**src/rtl/processor_pkg.sv**
```systemverilog
// Shared types and constants for the processor register-file path.
package processor_pkg;

  localparam int DATA_W_DEFAULT = 8;

  typedef enum logic [2:0] {
    ST_IDLE,
    ST_GET_INSTR,
    ST_GET_A,
    ST_GET_ADDR,
    ST_MEM_REQ,
    ST_MEM_WAIT,
    ST_GET_B
  } state_e;

  localparam logic [1:0] SEL_A     = 2'd0;
  localparam logic [1:0] SEL_B     = 2'd1;
  localparam logic [1:0] SEL_INSTR = 2'd2;
  localparam logic [1:0] SEL_BUF   = 2'd3;

endpackage

```
**src/rtl/mem_wait_timer.sv**
```systemverilog
// Counts cycles spent waiting for a memory read; expired marks the last allowed wait cycle.
module mem_wait_timer #(
  parameter int MEM_TIMEOUT = 15
) (
  input  logic clock,
  input  logic resetn,
  input  logic clear,
  input  logic count,
  output logic expired
);

  localparam int CNT_W = $clog2(MEM_TIMEOUT + 1);

  logic [CNT_W-1:0] r_cnt;

  // expired is high during the MEM_TIMEOUT-th counted cycle
  assign expired = (r_cnt == CNT_W'(MEM_TIMEOUT - 1));

  always_ff @(posedge clock or negedge resetn) begin
    if (!resetn) begin
      r_cnt <= '0;
    end else if (clear) begin
      r_cnt <= '0;
    end else if (count && !expired) begin
      r_cnt <= r_cnt + 1'b1;
    end
  end

endmodule

```
**src/rtl/operand_loader.sv**
```systemverilog
// Loads instruction byte, register A (from user bus or data memory) and register B
// into the register file, producing the write-port controls.
module operand_loader
  import processor_pkg::*;
#(
  parameter int DATA_W       = DATA_W_DEFAULT,
  parameter int MEM_TIMEOUT  = 15,
  parameter int MEM_FLAG_BIT = 7
) (
  input  logic              clock,
  input  logic              resetn,
  input  logic              start,
  input  logic              abort,
  input  logic [DATA_W-1:0] in_data,
  input  logic              in_valid,
  output logic              in_ready,
  output logic              mem_req,
  output logic [DATA_W-1:0] mem_addr,
  input  logic [DATA_W-1:0] mem_rdata,
  input  logic              mem_rvalid,
  output logic              wr_en,
  output logic [1:0]        sel,
  output logic              src_mem,
  output logic [DATA_W-1:0] wr_data,
  output logic              busy,
  output logic              done,
  output logic              error,
  output logic [2:0]        dbg_state
);

  state_e            r_state;
  logic              r_wr_en, r_src_mem, r_mem_req, r_done, r_error;
  logic [1:0]        r_sel;
  logic [DATA_W-1:0] r_wr_data, r_mem_addr;

  state_e            w_next;
  logic              w_wr_en, w_src_mem, w_mem_req, w_done, w_error, w_addr_load;
  logic [1:0]        w_sel;
  logic [DATA_W-1:0] w_wr_data;
  logic              w_hs, w_expired, w_tmr_clear, w_tmr_count;

  // Valid/ready: a byte transfers on a cycle where in_valid and in_ready are both
  // high at the rising edge; in_ready never depends on in_valid and drops under abort.
  assign in_ready  = !abort && (r_state == ST_GET_INSTR || r_state == ST_GET_A ||
                                r_state == ST_GET_ADDR  || r_state == ST_GET_B);
  assign w_hs      = in_valid && in_ready;
  assign busy      = (r_state != ST_IDLE);
  assign dbg_state = r_state;

  assign w_tmr_clear = (r_state != ST_MEM_WAIT);
  assign w_tmr_count = (r_state == ST_MEM_WAIT);

  mem_wait_timer #(.MEM_TIMEOUT(MEM_TIMEOUT)) u_timer (
    .clock   (clock),
    .resetn  (resetn),
    .clear   (w_tmr_clear),
    .count   (w_tmr_count),
    .expired (w_expired)
  );

  always_comb begin
    w_next      = r_state;
    w_wr_en     = 1'b0;
    w_sel       = r_sel;
    w_src_mem   = r_src_mem;
    w_wr_data   = r_wr_data;
    w_mem_req   = 1'b0;
    w_addr_load = 1'b0;
    w_done      = 1'b0;
    w_error     = 1'b0;
    if (abort) begin
      w_next = ST_IDLE;
    end else begin
      case (r_state)
        ST_IDLE: if (start) w_next = ST_GET_INSTR;
        ST_GET_INSTR: if (w_hs) begin
          w_wr_en   = 1'b1;
          w_sel     = SEL_INSTR;
          w_src_mem = 1'b0;
          w_wr_data = in_data;
          w_next    = in_data[MEM_FLAG_BIT] ? ST_GET_ADDR : ST_GET_A;
        end
        ST_GET_A: if (w_hs) begin
          w_wr_en   = 1'b1;
          w_sel     = SEL_A;
          w_src_mem = 1'b0;
          w_wr_data = in_data;
          w_next    = ST_GET_B;
        end
        ST_GET_ADDR: if (w_hs) begin
          // mem_req is registered, so raising it here makes it coincide with MEM_REQ
          w_addr_load = 1'b1;
          w_mem_req   = 1'b1;
          w_next      = ST_MEM_REQ;
        end
        ST_MEM_REQ: w_next = ST_MEM_WAIT;
        ST_MEM_WAIT: begin
          if (mem_rvalid) begin
            w_wr_en   = 1'b1;
            w_sel     = SEL_A;
            w_src_mem = 1'b1;
            w_wr_data = mem_rdata;
            w_next    = ST_GET_B;
          end else if (w_expired) begin
            w_error = 1'b1;
            w_next  = ST_IDLE;
          end
        end
        ST_GET_B: if (w_hs) begin
          w_wr_en   = 1'b1;
          w_sel     = SEL_B;
          w_src_mem = 1'b0;
          w_wr_data = in_data;
          w_done    = 1'b1;
          w_next    = ST_IDLE;
        end
        default: w_next = ST_IDLE;
      endcase
    end
  end

  always_ff @(posedge clock or negedge resetn) begin
    if (!resetn) begin
      r_state    <= ST_IDLE;
      r_wr_en    <= 1'b0;
      r_sel      <= SEL_A;
      r_src_mem  <= 1'b0;
      r_wr_data  <= '0;
      r_mem_req  <= 1'b0;
      r_mem_addr <= '0;
      r_done     <= 1'b0;
      r_error    <= 1'b0;
    end else begin
      r_state   <= w_next;
      r_wr_en   <= w_wr_en;
      r_sel     <= w_sel;
      r_src_mem <= w_src_mem;
      r_wr_data <= w_wr_data;
      r_mem_req <= w_mem_req;
      r_done    <= w_done;
      r_error   <= w_error;
      if (w_addr_load) r_mem_addr <= in_data;
    end
  end

  assign wr_en    = r_wr_en;
  assign sel      = r_sel;
  assign src_mem  = r_src_mem;
  assign wr_data  = r_wr_data;
  assign mem_req  = r_mem_req;
  assign mem_addr = r_mem_addr;
  assign done     = r_done;
  assign error    = r_error;

endmodule

```
**config.mk**
```make
export PLATFORM = sky130hd
export DESIGN_NAME = operand_loader
export DESIGN_NICKNAME = d
export VERILOG_FILES = /design/src/rtl/processor_pkg.sv /design/src/rtl/mem_wait_timer.sv /design/src/rtl/operand_loader.sv
export SDC_FILE = /design/constraint.sdc
export NUM_CORES = 1
export LEC_CHECK = 0
export CORE_MARGIN = 2
export CORE_UTILIZATION = 30
export CTS_BUF_LIST = sky130_fd_sc_hd__clkbuf_2 sky130_fd_sc_hd__clkbuf_4 sky130_fd_sc_hd__clkbuf_8
export DETAILED_ROUTE_END_ITERATION = 8
export PLACE_DENSITY = 0.59
export RECOVER_POWER = 100
export SLEW_MARGIN = 30
export SYNTH_ARGS = -nofsm -noshare
export SYNTH_HDL_FRONTEND = slang
export SYNTH_SLANG_ARGS = --single-unit
```
**constraint.sdc**
```tcl
create_clock -name clock -period 1.45 [get_ports clock]
set_input_delay 0.2175 -clock clock [delete_from_list [all_inputs] [get_ports clock]]
set_output_delay 0.2175 -clock clock [all_outputs]
set_load 0.05 [all_outputs]
```
==> flow_summary.ini <==
[outcome]
run_status = finished with violations
violations = negative setup slack

[cts]
cts_tree = built
clk_path_buf_depth = 2
clkTransAtPathRegs_ps = 60
htree_levels = 2
hold_buffers = 0
insertion_delay_ps = 290
root_buffer = clkbuf_8
cts_buffers = 5
cts_sinks = 30

[sta]
period_share = 1.18
fin_crit_ps = 1710
worstMarginPinSlew_ps = 510
hold_violations = 0
fin_setup_tns_ps = -3630
fmax_ghz = 0.584
fin_ws_ps = -261
slew_viol_final = 0
rsz0062_at_grt = true
skew_ps = 7.18
relSlewSlack = 0.660
finalSetupViolCount = 24

[final_layout]
syn_to_final_growth_pct = 73.2
nFillCells = 430
drive_gt1_frac = 0.448
fin_nets = 224
diodes = 0
fin_util = 0.541

[pwr]
total_power_w = 0.00556
power_per_cell_area_mw_per_mm2 = 2160
ir_drop_mv = 1.11
p_leak_nw = 1.31

[synthesis]
yosys_most_used_dff = dfrtp_1
synthTopCellsByArea = dfrtp_1 (51%), mux2_1 (11%), mux2_4 (8.1%)
synth-seq-cells = 30
syn_nets = 144
synth_cells = 120
synth_edf_count = 0
syn_area_mm2 = 0.00148
yosysSeqAreaShare = 0.506
yosysWarnings = 0
yosys.area.top_type = dfrtp_1
yosysUniqueCellTypes = 36
async_flop_share = 1.00
avgSynthCellArea_um2 = 12.4
synthDominantCellAreaShare = 0.506

[route]
wire_per_inst_um = 15.6
post-route-drc-count = 0
first_pass_iters = 4
vias = 1263
first_iter_violations = 51
routed_via_density = 4.71
drt_wl_total_um = 4170
postRouteAntennaNets = 0

[global_routing]
grt_first_pass_wirelength_um = 6660
antenna_found_initial = 0
overflow = 0
grt_max_degree = 17
grt_usage = 0.165
grt_pass1_vias = 1330

[worst_setup_path]
cp_slowest_cell = dfrtp_2
required_ps = 1620
critPathMaxStageDelay_ps = 460
path_max_fanout = 10
path_cells = mux2i_1 -> or3_4 -> a21oi_4 -> buf_12 -> mux2_4
worstSetupStartpointType = flip-flop
critPathKind = flip-flop to flip-flop
arrival_ps = 1880
end_kind = flip-flop

[place]
port_buffers = 49
routabilityCongestion = 0.807
dp_hpwl_um = 2810

[die]
die_w_um = 74.3
pin_count = 50
core_mm2 = 0.00475
row_count = 25
die_area_mm2 = 0.00552
initial_utilization = 0.312
die_y_um = 74.3

[worst_hold_path]
hp-class = input port to asynchronous set/reset pin

[run]
cap_violations = 0
## power by group
group | internal (W) | leakage [nW] | switching (W)
clock network | 0.000401 | 0.0517 | 0.000317
logic | 0.00165 | 0.877 | 0.00188
registers | 0.00111 | 0.385 | 0.000215
## sequential cells by signal (all words and copies together), names as in the netlist
register	cells
mem_addr	8
wr_data	8
u_timer.r_cnt	4
dbg_state	3
sel	2
done	1
error	1
mem_req	1
src_mem	1
wr_en	1
## through the flow
step / setup slack (ps) / hold WS, ps / area [um^2] / instances
finish: -261 / 279 / 2570 / 268
global route: -299 / 296 / 2570 / 268
CTS: -231 / 246 / 2690 / 261
detailed placement: -511 / 547 / 2430 / 244
global placement: -503 / 545 / 2430 / 244
floorplan: -341 / -78.1 / 1540 / 120
## what timing repair did
item / 4_1_cts / 5_1_grt
resized for setup: 19 / 13
pin swaps: 5 / 3
endpoints found under the setup margin: 19 / 24
setup buffers: 8 / 7
gates cloned: 1 / 0
## area by class of cell
| type | count | area, um^2 | share of cell area |
|---|---|---|---|
| clock buffer | 7 | 90.1 | 0.0351 |
| inverter | 6 | 25.0 | 0.00974 |
| sequential | 30 | 754 | 0.294 |
| multi-input combinational | 79 | 811 | 0.315 |
| tap | 67 | 83.8 | 0.0326 |
| clock inverter | 1 | 5.00 | 0.00195 |
| timing repair buffer | 78 | 801 | 0.312 |
## worst max-delay path: cells and delay by family (launching register included)
| family | cells | cell delay [ps] |
|---|---|---|
| DFF | 1 | 460 |
| buffers and inverters | 1 | 160 |
| muxes | 2 | 440 |
| AOI/OAI and AO/OA | 1 | 170 |
| and+or+nand+nor | 1 | 360 |
## final timing paths
kind | from | endpoint | slack [ps] | cells past startpoint
worst max-delay path | dbg_state[2] | wr_data[1] | -260 | 5
max in group asynchronous | resetn | u_timer.r_cnt[0] | 450 | 2
min in group clock | mem_addr[2] | mem_addr[2] | 510 | 1
worst max register to register | dbg_state[2] | wr_data[1] | -260 | 5
worst min-delay path | resetn | error | 280 | 1
worst min register to register | mem_addr[2] | mem_addr[2] | 510 | 1
## synthesized netlist by cell type (all sizes together) (3+ instances only)
cell,instances
nand3,3
a211oi,3
o21ai,4
a21oi,8
or3,3
mux2,25
dfrtp,30
inv,6
nand2,4
buf,6
nor2,7
## layer usage
metal | vias up | GRT usage | wire, um | share of wire
met5 | - | 0 | 0 | 0
met4 | 0 | 0.0714 | 50 | 0.012
met3 | 5 | 0.0596 | 302 | 0.072
met2 | 39 | 0.264 | 2120 | 0.51
met1 | 633 | 0.203 | 1700 | 0.41
li1 | 586 | - | - | -
## layout by cell type, fill, tap and decap left out, types with 3 or more instances in the layout
cell type        instances
buf_12                   9
mux2_4                  15
mux2_1                   7
clkbuf_2                13
a21oi_1                  6
buf_4                   13
inv_1                    4
nand2_1                  4
o21ai_0                  4
mux2_2                   3
dfrtp_1                 27
clkbuf_8                 6
clkdlybuf4s50_1         20
dfrtp_2                  3
buf_6                    8
dlymetal6s2s_1          12
nor2_1                   4
## cell families (layout without fill, tap and decap cells)
group	Yosys count	in the layout	share of synthesized area
AO/OA/AOI/OAI	18	18	0.0801
XOR/XNOR	3	3	0.0177
adder cells (fa/ha/maj)	2	2	0.0169
buffers and inverters	12	92	0.0422
flip-flops	30	30	0.506
multiplexers	27	27	0.223
AND/OR/NAND/NOR	28	29	0.114
(Power assumes the default switching activity.)
